===== src/rtl/riscv_ctrl_pkg.sv =====
// Shared types and codes for the multicycle RV32I control path: FSM states,
// opcodes, ALU operation codes and datapath mux selects.
package riscv_ctrl_pkg;

  typedef enum logic [3:0] {
    S_FETCH    = 4'd0,
    S_DECODE   = 4'd1,
    S_MEMADR   = 4'd2,
    S_MEMREAD  = 4'd3,
    S_MEMWB    = 4'd4,
    S_MEMWRITE = 4'd5,
    S_EXECUTER = 4'd6,
    S_ALUWB    = 4'd7,
    S_EXECUTEI = 4'd8,
    S_JUMP     = 4'd9,
    S_BRANCH   = 4'd10,
    S_JALRADR  = 4'd11,
    S_LUI      = 4'd12,
    S_ILLEGAL  = 4'd13
  } state_t;

  localparam logic [6:0] OP_LOAD   = 7'd3;
  localparam logic [6:0] OP_IMM    = 7'd19;
  localparam logic [6:0] OP_STORE  = 7'd35;
  localparam logic [6:0] OP_R      = 7'd51;
  localparam logic [6:0] OP_LUI    = 7'd55;
  localparam logic [6:0] OP_BRANCH = 7'd99;
  localparam logic [6:0] OP_JALR   = 7'd103;
  localparam logic [6:0] OP_JAL    = 7'd111;

  localparam logic [1:0] ALUOP_ADD  = 2'b00;
  localparam logic [1:0] ALUOP_SUB  = 2'b01;
  localparam logic [1:0] ALUOP_FUNC = 2'b10;

  localparam logic [2:0] ALU_ADD = 3'b000;
  localparam logic [2:0] ALU_SUB = 3'b001;
  localparam logic [2:0] ALU_AND = 3'b010;
  localparam logic [2:0] ALU_OR  = 3'b011;
  localparam logic [2:0] ALU_SLT = 3'b101;

  localparam logic [1:0] RES_ALUOUT    = 2'b00;
  localparam logic [1:0] RES_DATA      = 2'b01;
  localparam logic [1:0] RES_ALURESULT = 2'b10;

  localparam logic [1:0] SRCA_PC    = 2'b00;
  localparam logic [1:0] SRCA_OLDPC = 2'b01;
  localparam logic [1:0] SRCA_RS1   = 2'b10;
  localparam logic [1:0] SRCA_ZERO  = 2'b11;

  localparam logic [1:0] SRCB_RS2   = 2'b00;
  localparam logic [1:0] SRCB_IMM   = 2'b01;
  localparam logic [1:0] SRCB_FOUR  = 2'b10;

endpackage


===== src/rtl/multicycle_controller_alu_decoder.sv =====
// Combinational ALU decoder: maps ALUOp and the instruction function fields
// onto the ALU operation code.
module alu_decoder
  import riscv_ctrl_pkg::*;
(
  input  logic [1:0] i_alu_op,
  input  logic [2:0] i_funct3,
  input  logic       i_op5,
  input  logic       i_funct7b5,
  output logic [2:0] o_alu_control
);

  always_comb begin
    o_alu_control = ALU_ADD;
    case (i_alu_op)
      ALUOP_ADD: o_alu_control = ALU_ADD;
      ALUOP_SUB: o_alu_control = ALU_SUB;
      default: begin
        case (i_funct3)
          // funct7b5 only means sub for register-register ops; addi ignores it
          3'b000:  o_alu_control = (i_op5 & i_funct7b5) ? ALU_SUB : ALU_ADD;
          3'b010:  o_alu_control = ALU_SLT;
          3'b110:  o_alu_control = ALU_OR;
          3'b111:  o_alu_control = ALU_AND;
          default: o_alu_control = ALU_ADD;
        endcase
      end
    endcase
  end

endmodule


===== src/rtl/multicycle_controller.sv =====
// Control FSM for the multicycle RV32I core: sequences fetch, decode and
// per-class execute/writeback steps, one datapath step per clock.
module multicycle_controller
  import riscv_ctrl_pkg::*;
(
  input  logic       clk,
  input  logic       reset,
  input  logic [6:0] op,
  input  logic [2:0] funct3,
  input  logic       funct7b5,
  input  logic       Zero,
  output logic       PCWrite,
  output logic       AdrSrc,
  output logic       MemWrite,
  output logic       IRWrite,
  output logic [1:0] ResultSrc,
  output logic [1:0] ALUSrcA,
  output logic [1:0] ALUSrcB,
  output logic [2:0] ALUControl,
  output logic       RegWrite,
  output logic       Illegal
);

  state_t     r_state;
  state_t     w_next;
  logic [1:0] w_alu_op;
  logic       w_pc_update;
  logic       w_branch;

  always_ff @(posedge clk) begin
    if (reset) r_state <= S_FETCH;
    else       r_state <= w_next;
  end

  always_comb begin
    w_next      = r_state;
    w_alu_op    = ALUOP_ADD;
    w_pc_update = 1'b0;
    w_branch    = 1'b0;
    AdrSrc      = 1'b0;
    MemWrite    = 1'b0;
    IRWrite     = 1'b0;
    ResultSrc   = RES_ALUOUT;
    ALUSrcA     = SRCA_PC;
    ALUSrcB     = SRCB_RS2;
    RegWrite    = 1'b0;
    Illegal     = 1'b0;
    case (r_state)
      S_FETCH: begin
        IRWrite     = 1'b1;
        ALUSrcB     = SRCB_FOUR;
        ResultSrc   = RES_ALURESULT;
        w_pc_update = 1'b1;
        w_next      = S_DECODE;
      end
      S_DECODE: begin
        ALUSrcA = SRCA_OLDPC;
        ALUSrcB = SRCB_IMM;
        case (op)
          OP_LOAD, OP_STORE: w_next = S_MEMADR;
          OP_R:              w_next = S_EXECUTER;
          OP_IMM:            w_next = S_EXECUTEI;
          OP_BRANCH:         w_next = S_BRANCH;
          OP_JAL:            w_next = S_JUMP;
          OP_JALR:           w_next = S_JALRADR;
          OP_LUI:            w_next = S_LUI;
          default:           w_next = S_ILLEGAL;
        endcase
      end
      S_MEMADR, S_JALRADR: begin
        ALUSrcA = SRCA_RS1;
        ALUSrcB = SRCB_IMM;
        if (r_state == S_JALRADR) w_next = S_JUMP;
        else if (op == OP_LOAD)   w_next = S_MEMREAD;
        else                      w_next = S_MEMWRITE;
      end
      S_MEMREAD: begin
        AdrSrc = 1'b1;
        w_next = S_MEMWB;
      end
      S_MEMWB: begin
        ResultSrc = RES_DATA;
        RegWrite  = 1'b1;
        w_next    = S_FETCH;
      end
      S_MEMWRITE: begin
        AdrSrc   = 1'b1;
        MemWrite = 1'b1;
        w_next   = S_FETCH;
      end
      S_EXECUTER, S_EXECUTEI: begin
        ALUSrcA  = SRCA_RS1;
        ALUSrcB  = (r_state == S_EXECUTEI) ? SRCB_IMM : SRCB_RS2;
        w_alu_op = ALUOP_FUNC;
        w_next   = S_ALUWB;
      end
      S_LUI: begin
        ALUSrcA = SRCA_ZERO;
        ALUSrcB = SRCB_IMM;
        w_next  = S_ALUWB;
      end
      S_JUMP: begin
        // PC takes the target in ALUOut while the ALU forms the link value
        ALUSrcA     = SRCA_OLDPC;
        ALUSrcB     = SRCB_FOUR;
        w_pc_update = 1'b1;
        w_next      = S_ALUWB;
      end
      S_ALUWB: begin
        RegWrite = 1'b1;
        w_next   = S_FETCH;
      end
      S_BRANCH: begin
        ALUSrcA  = SRCA_RS1;
        w_alu_op = ALUOP_SUB;
        w_branch = 1'b1;
        w_next   = S_FETCH;
      end
      S_ILLEGAL: begin
        Illegal = 1'b1;
      end
      default: w_next = S_FETCH;
    endcase

    // Reset presents the FETCH selects with every strobe held off
    if (reset) begin
      w_alu_op    = ALUOP_ADD;
      w_pc_update = 1'b0;
      w_branch    = 1'b0;
      AdrSrc      = 1'b0;
      MemWrite    = 1'b0;
      IRWrite     = 1'b0;
      ResultSrc   = RES_ALURESULT;
      ALUSrcA     = SRCA_PC;
      ALUSrcB     = SRCB_FOUR;
      RegWrite    = 1'b0;
      Illegal     = 1'b0;
    end
  end

  assign PCWrite = w_pc_update | (w_branch & (Zero ^ funct3[0]));

  alu_decoder u_alu_decoder (
    .i_alu_op      (w_alu_op),
    .i_funct3      (funct3),
    .i_op5         (op[5]),
    .i_funct7b5    (funct7b5),
    .o_alu_control (ALUControl)
  );

endmodule

===== config.mk =====
export PLATFORM = sky130hd
export DESIGN_NAME = multicycle_controller
export DESIGN_NICKNAME = d
export VERILOG_FILES = /design/src/rtl/riscv_ctrl_pkg.sv /design/src/rtl/multicycle_controller_alu_decoder.sv /design/src/rtl/multicycle_controller.sv
export SDC_FILE = /design/constraint.sdc
export NUM_CORES = 1
export LEC_CHECK = 0
export BUFFER_PORTS_ARGS = -buffer_cell sky130_fd_sc_hd__buf_4
export CAP_MARGIN = 10
export CORE_ASPECT_RATIO = 0.9
export CORE_MARGIN = 3
export CORE_UTILIZATION = 40
export CTS_CLUSTER_SIZE = 20
export DETAILED_ROUTE_END_ITERATION = 8
export PLACE_DENSITY = 0.76
export SLEW_MARGIN = 20
export SYNTH_ARGS = -nofsm -noshare
export SYNTH_HDL_FRONTEND = slang
export SYNTH_SLANG_ARGS = --single-unit

===== constraint.sdc =====
create_clock -name clk -period 1.7 [get_ports clk]
set_clock_uncertainty 0.1 [all_clocks]
set_input_delay 0.085 -clock clk [delete_from_list [all_inputs] [get_ports clk]]
set_output_delay 0.085 -clock clk [all_outputs]
set_load 0.02 [all_outputs]

==> Word level (Yosys, flattened, before mapping) <==
Index checks and enable logic that the tools add are counted.
{ "totals": {"ff_bits": 4, "inputBits": 14, "out_inout_bits": 15, "wordCells": 73} }
{ "op_classes": {"eq_ne": 25, "mux": 30, "bitwise": 4, "reduce_logical": 13} }
{ "ops": {"columns": ["op", "n"], "rows": [
  ["one-hot mux 4 bit (7 select lines)", 1],
  ["equality test 4 bit, second input constant", 6],
  ["one-hot mux 4 bit (6 select lines)", 1],
  ["equality test 7 x 6 -> 1 bit, second input constant", 3],
  ["equality test 7 bit, second input constant", 3],
  ["equality test 4 x 3 -> 1 bit, second input constant", 4],
  ["two-way mux 1 bit", 16],
  ["OR reduction 2 bit", 7],
  ["one-hot mux 2 bit (3 select lines)", 2],
  ["one-hot mux 3 bit (4 select lines)", 1],
  ["equality test 4 x 2 -> 1 bit, second input constant", 2],
  ["two-way mux 2 bit", 4],
  ["one-hot mux 2 bit (2 select lines)", 2],
  ["OR reduction 4 bit", 2],
  ["equality test 7 x 2 -> 1 bit, second input constant", 1],
  ["equality test 7 x 5 -> 1 bit, second input constant", 1],
  ["equality test 3 bit, second input constant", 2],
  ["one-hot mux 3 bit (2 select lines)", 1],
  ["OR reduction 5 bit", 1],
  ["equality test 4 x 1 -> 1 bit, second input constant", 1],
  ["logical NOT 4 bit", 1],
  ["two-way mux 4 bit", 1],
  ["equality test 3 x 2 -> 1 bit, second input constant", 1],
  ["logical NOT 3 bit", 1],
  ["6 further kinds", 7]
]} }

==> Longest topological paths before layout <==
{ "logic_depth": {"word_depth": 6, "depth_mapped": 5, "ltp_nobuf": 5} }

==> Modules after synthesis <==
From an unflattened synthesis, not the netlist that was laid out.
{ "unflattened": {"hier_cells": 102, "hier_area_um2": 645.6} }
{ "by_module_without_submodules": {"columns": ["module", "n_inst", "cells_per_inst", "area_each_um2", "seq_area_each_um2"], "rows": [
  ["multicycle_controller", 1, 95, 603.1, 80.1],
  ["alu_decoder", 1, 7, 42.5, 0.0]
]} }

==> Worst setup path before layout <==
No wires, ideal clock.
{ "synth_path": {"path_kind": "reg2out", "start": "register r_state[1]", "end": "output PCWrite", "arrival_time_ns": 1.807, "required_time_ns": 1.515, "setup_slack_ns": -0.292, "stages_incl_launch_ff": 5, "path_buffers": 1, "path_cell_list": "dfxtp_1 > buf_4 > and2b_1 > a21oi_1 > a2111oi_0"} }
{ "synth_between": {"elab_chain_cells": 5} }
{ "synth_rtl": {"columns": ["element", "line", "rtl"], "rows": [
  ["from (decl)", "multicycle_controller.sv:24", "state_t r_state;"],
  ["from (signal assigned)", "multicycle_controller.sv:32", "else r_state <= w_next;"],
  ["equality test 4 bit / logical NOT 4 bit (equally long branches)", "multicycle_controller.sv:48", "case (r_state)"],
  ["OR reduction 2 bit (no line) / two-way mux 1 bit (equally long branches)", null, null],
  ["two-way mux 1 bit, on equally long branches", "multicycle_controller.sv:48, multicycle_controller.sv:126", null],
  ["two-way mux 1 bit / AND 1 bit (equally long branches)", "multicycle_controller.sv:126, multicycle_controller.sv:141", null],
  ["bitwise OR 1 bit *", "multicycle_controller.sv:141", "assign PCWrite = w_pc_update | (w_branch & (Zero ^ funct3[0]));"],
  ["to (decl)", "multicycle_controller.sv:12", "output logic PCWrite,"]
]} }
Mark *: on every way between the ends. The rest lies on a longest branch, timed or not.

==> Final worst setup path <==
{ "layout_path": {"start": "register r_state[3]", "end": "output RegWrite"} }
{ "layout_between": {"elab_chain_cells": 4} }
{ "layout_rtl": {"columns": ["element", "line", "rtl"], "rows": [
  ["equality test 4 x 3 -> 1 bit", "multicycle_controller.sv:48", null],
  ["OR reduction 2 bit (no line) *", null, null],
  ["two-way mux 1 bit *", "multicycle_controller.sv:48", null],
  ["two-way mux 1 bit *", "multicycle_controller.sv:126", "if (reset) begin"],
  ["to (decl)", "multicycle_controller.sv:20", "output logic RegWrite,"]
]} }
Marks and branches as above.

==> reports/qor.yml <==
grt_antenna_before_repair: 0
fin_tns_setup_ns: 0
cts.sinks: 4
max_freq_ghz: 0.6111
synth_warnings: 0
cts_tree: "built"
clk_pin_slew_worst_paths_ns: 0.03
yosysTopAreaCell: "dfxtp_1"
design_power_total_mw: 1.429
grt_max_degree: 16
cts_max_level: 1
critPathMaxFanout: 15
core.rowCount: 13
synth_cell_types: 44
final_antenna_net_count: 0
rr_startpoint: "r_state[0]"
nets: 146
slew_headroom_pct: 77.26
min-delay-start: "reset"
cts_root_buf: "clkbuf_4"
startpoint_type: "flop"
grt-ovfl-total: 0
syn-num-nets: 113
min-delay-path-class: "primary input to flop"
start_util_pct: 44.50
synth_top_area_share_pct: 11.90
largestRegisters: "r_state (4)"
cts_hold_buf: 0
wl_mm: 1.998
stdcell_count: 152
synth-edff-count: 0
p_leak_nw: 0.4263
crit_arrival_ns: 1.45
grt_use_total_pct: 17.91
drt_iter0_drc: 16
area_delta_synth_final_pct: 47.77
core-area_sq_um: 1513
final_common_cell: "buf_4"
finalMaxSlewViolations: 0
dp_hpwl_mm: 1.478
numPortBuffers: 28
largest_register_ffs: 4
grt_pass1_wl_mm: 3.160
regMostFlops: "r_state"
worst_pin_slew_ns: 0.3380
hold_violations: 0
vias: 846
synth_seq_cells: 4
status: "finished clean"
period_needed_ns: 1.637
cap_violations: 0
seq_area_frac_synth_pct: 11.90
cts_buffers: 3
async_reset_ff_share_pct: 0
synth-main-ff-cell: "dfxtp_1"
die_x_microns: 49.24
period_share_pct: 96.27
ir_drop_mv: 0.8483
vias_per_cell: 5.566
diodes: 0
crit_type: "flop to output port"
syn-cell-area_sq_um: 673.1
dpl.cell_count: 147
cp-startpoint: "r_state[3]"
rsz0062_at_grt: "yes"
io_pins: 29
wl_per_cell_microns: 13.14
mostFrequentLayoutCells: "34 x buf_4, 12 x nor2_1, 9 x a21oi_1"
end_kind: "output port"
p_per_area_nw_per_um2: 1437
gp_congestion: 0.9254
clock_latency_ns: 0.23
cts.path.max_buffers: 2
fin_util_pct: 65.76
firstDrtPassIters: 4
grt_pass1_vias: 787
final_layout_size_suffix_gt1_share_pct: 43.85
drc: 0
syn_inst: 99
chipHeight_microns: 44.92
synth_area_leaders: "dfxtp_1 12%, a21oi_1 7.4%, nor2_1 7.2%"
dieArea_sq_um: 2212
hold_slack_ns: 0.03708
syn_avg_cell_area_sq_um: 6.799
required_ns: 1.51
finalSetupViolCount: 0
cell type report:
type / count / area, sq um
inverters: 3 / 11.26
well taps: 22 / 27.53
flip-flops and latches: 4 / 91.34
fillers: 149 / 518.0
multi-input cells: 84 / 564.3
clock buffers: 3 / 22.52
repair buffers: 36 / 277.8
worst max-delay path, stage by stage (launching register included):
cell and delay (ns):
dfxtp_4 0.40, or3b_1 0.44, nor3_1 0.22, buf_4 0.17
synthesized netlist by cell type, drive strengths merged (2+ instances only):
master,n
a211oi,2
nor2,15
buf,7
dfxtp,4
nand3,2
inv,3
a211o,2
xnor2,2
a31oi,2
a21o,2
nand2b,6
a21boi,2
nand3b,2
nor2b,3
nor3,6
nor4,2
nand2,4
a21oi,11
o21ai,6
power by group:
part	internal [mW]	switching (mW)	total [mW]	leakage, nW
registers	0.147	0.0785	0.226	0.0349
clock network	0.0786	0.0332	0.112	0.0138
logic	0.490	0.602	1.09	0.378
total	0.716	0.713	1.43	0.426
logic make-up (layout without fill, tap and decap cells):
| family | count (synthesis) | after routing | share of synthesized area (%) |
|---|---|---|---|
| AND/OR/NAND/NOR | 46 | 46 | 39.78 |
| multiplexers | 1 | 1 | 1.487 |
| XOR/XNOR | 3 | 3 | 3.904 |
| flip-flops | 4 | 4 | 11.90 |
| buffers and inverters | 11 | 42 | 8.921 |
| AO/OA/AOI/OAI | 34 | 34 | 34.01 |
final timing paths:
kind / slack (ns) / cells past startpoint / end
worst max register to register: 0.19 / 4 / r_state[0]
worst min-delay path: 0.04 / 2 / r_state[0]
worst min register to register: 0.47 / 2 / r_state[1]
worst max-delay path: 0.06 / 3 / RegWrite
what timing repair did:
| action | CTS | global route |
|---|---|---|
| pin swaps | 0 | 1 |
| resized for setup | 7 | 7 |
| endpoints found under the setup margin | 5 | 5 |
| setup buffers | 0 | 2 |
per-stage QoR:
step                      instance area (sq um)  worst slack (ns)
after floorplan                           679.4            0.1442
after global placement                    913.4            0.1789
after detailed placement                  913.4            0.1538
after CTS                                 952.2           0.01938
after global routing                      994.7          -0.04394
final                                     994.7           0.06348
layer usage:
metal  up-vias  track usage, %  routed length, microns
met3         2           1.980                     111
met5         -               0                       0
li1        421               -                       -
met1       393           20.76                     833
met4         0           10.80                      14
met2        30           32.35                    1038
(Power assumes the default switching activity.)
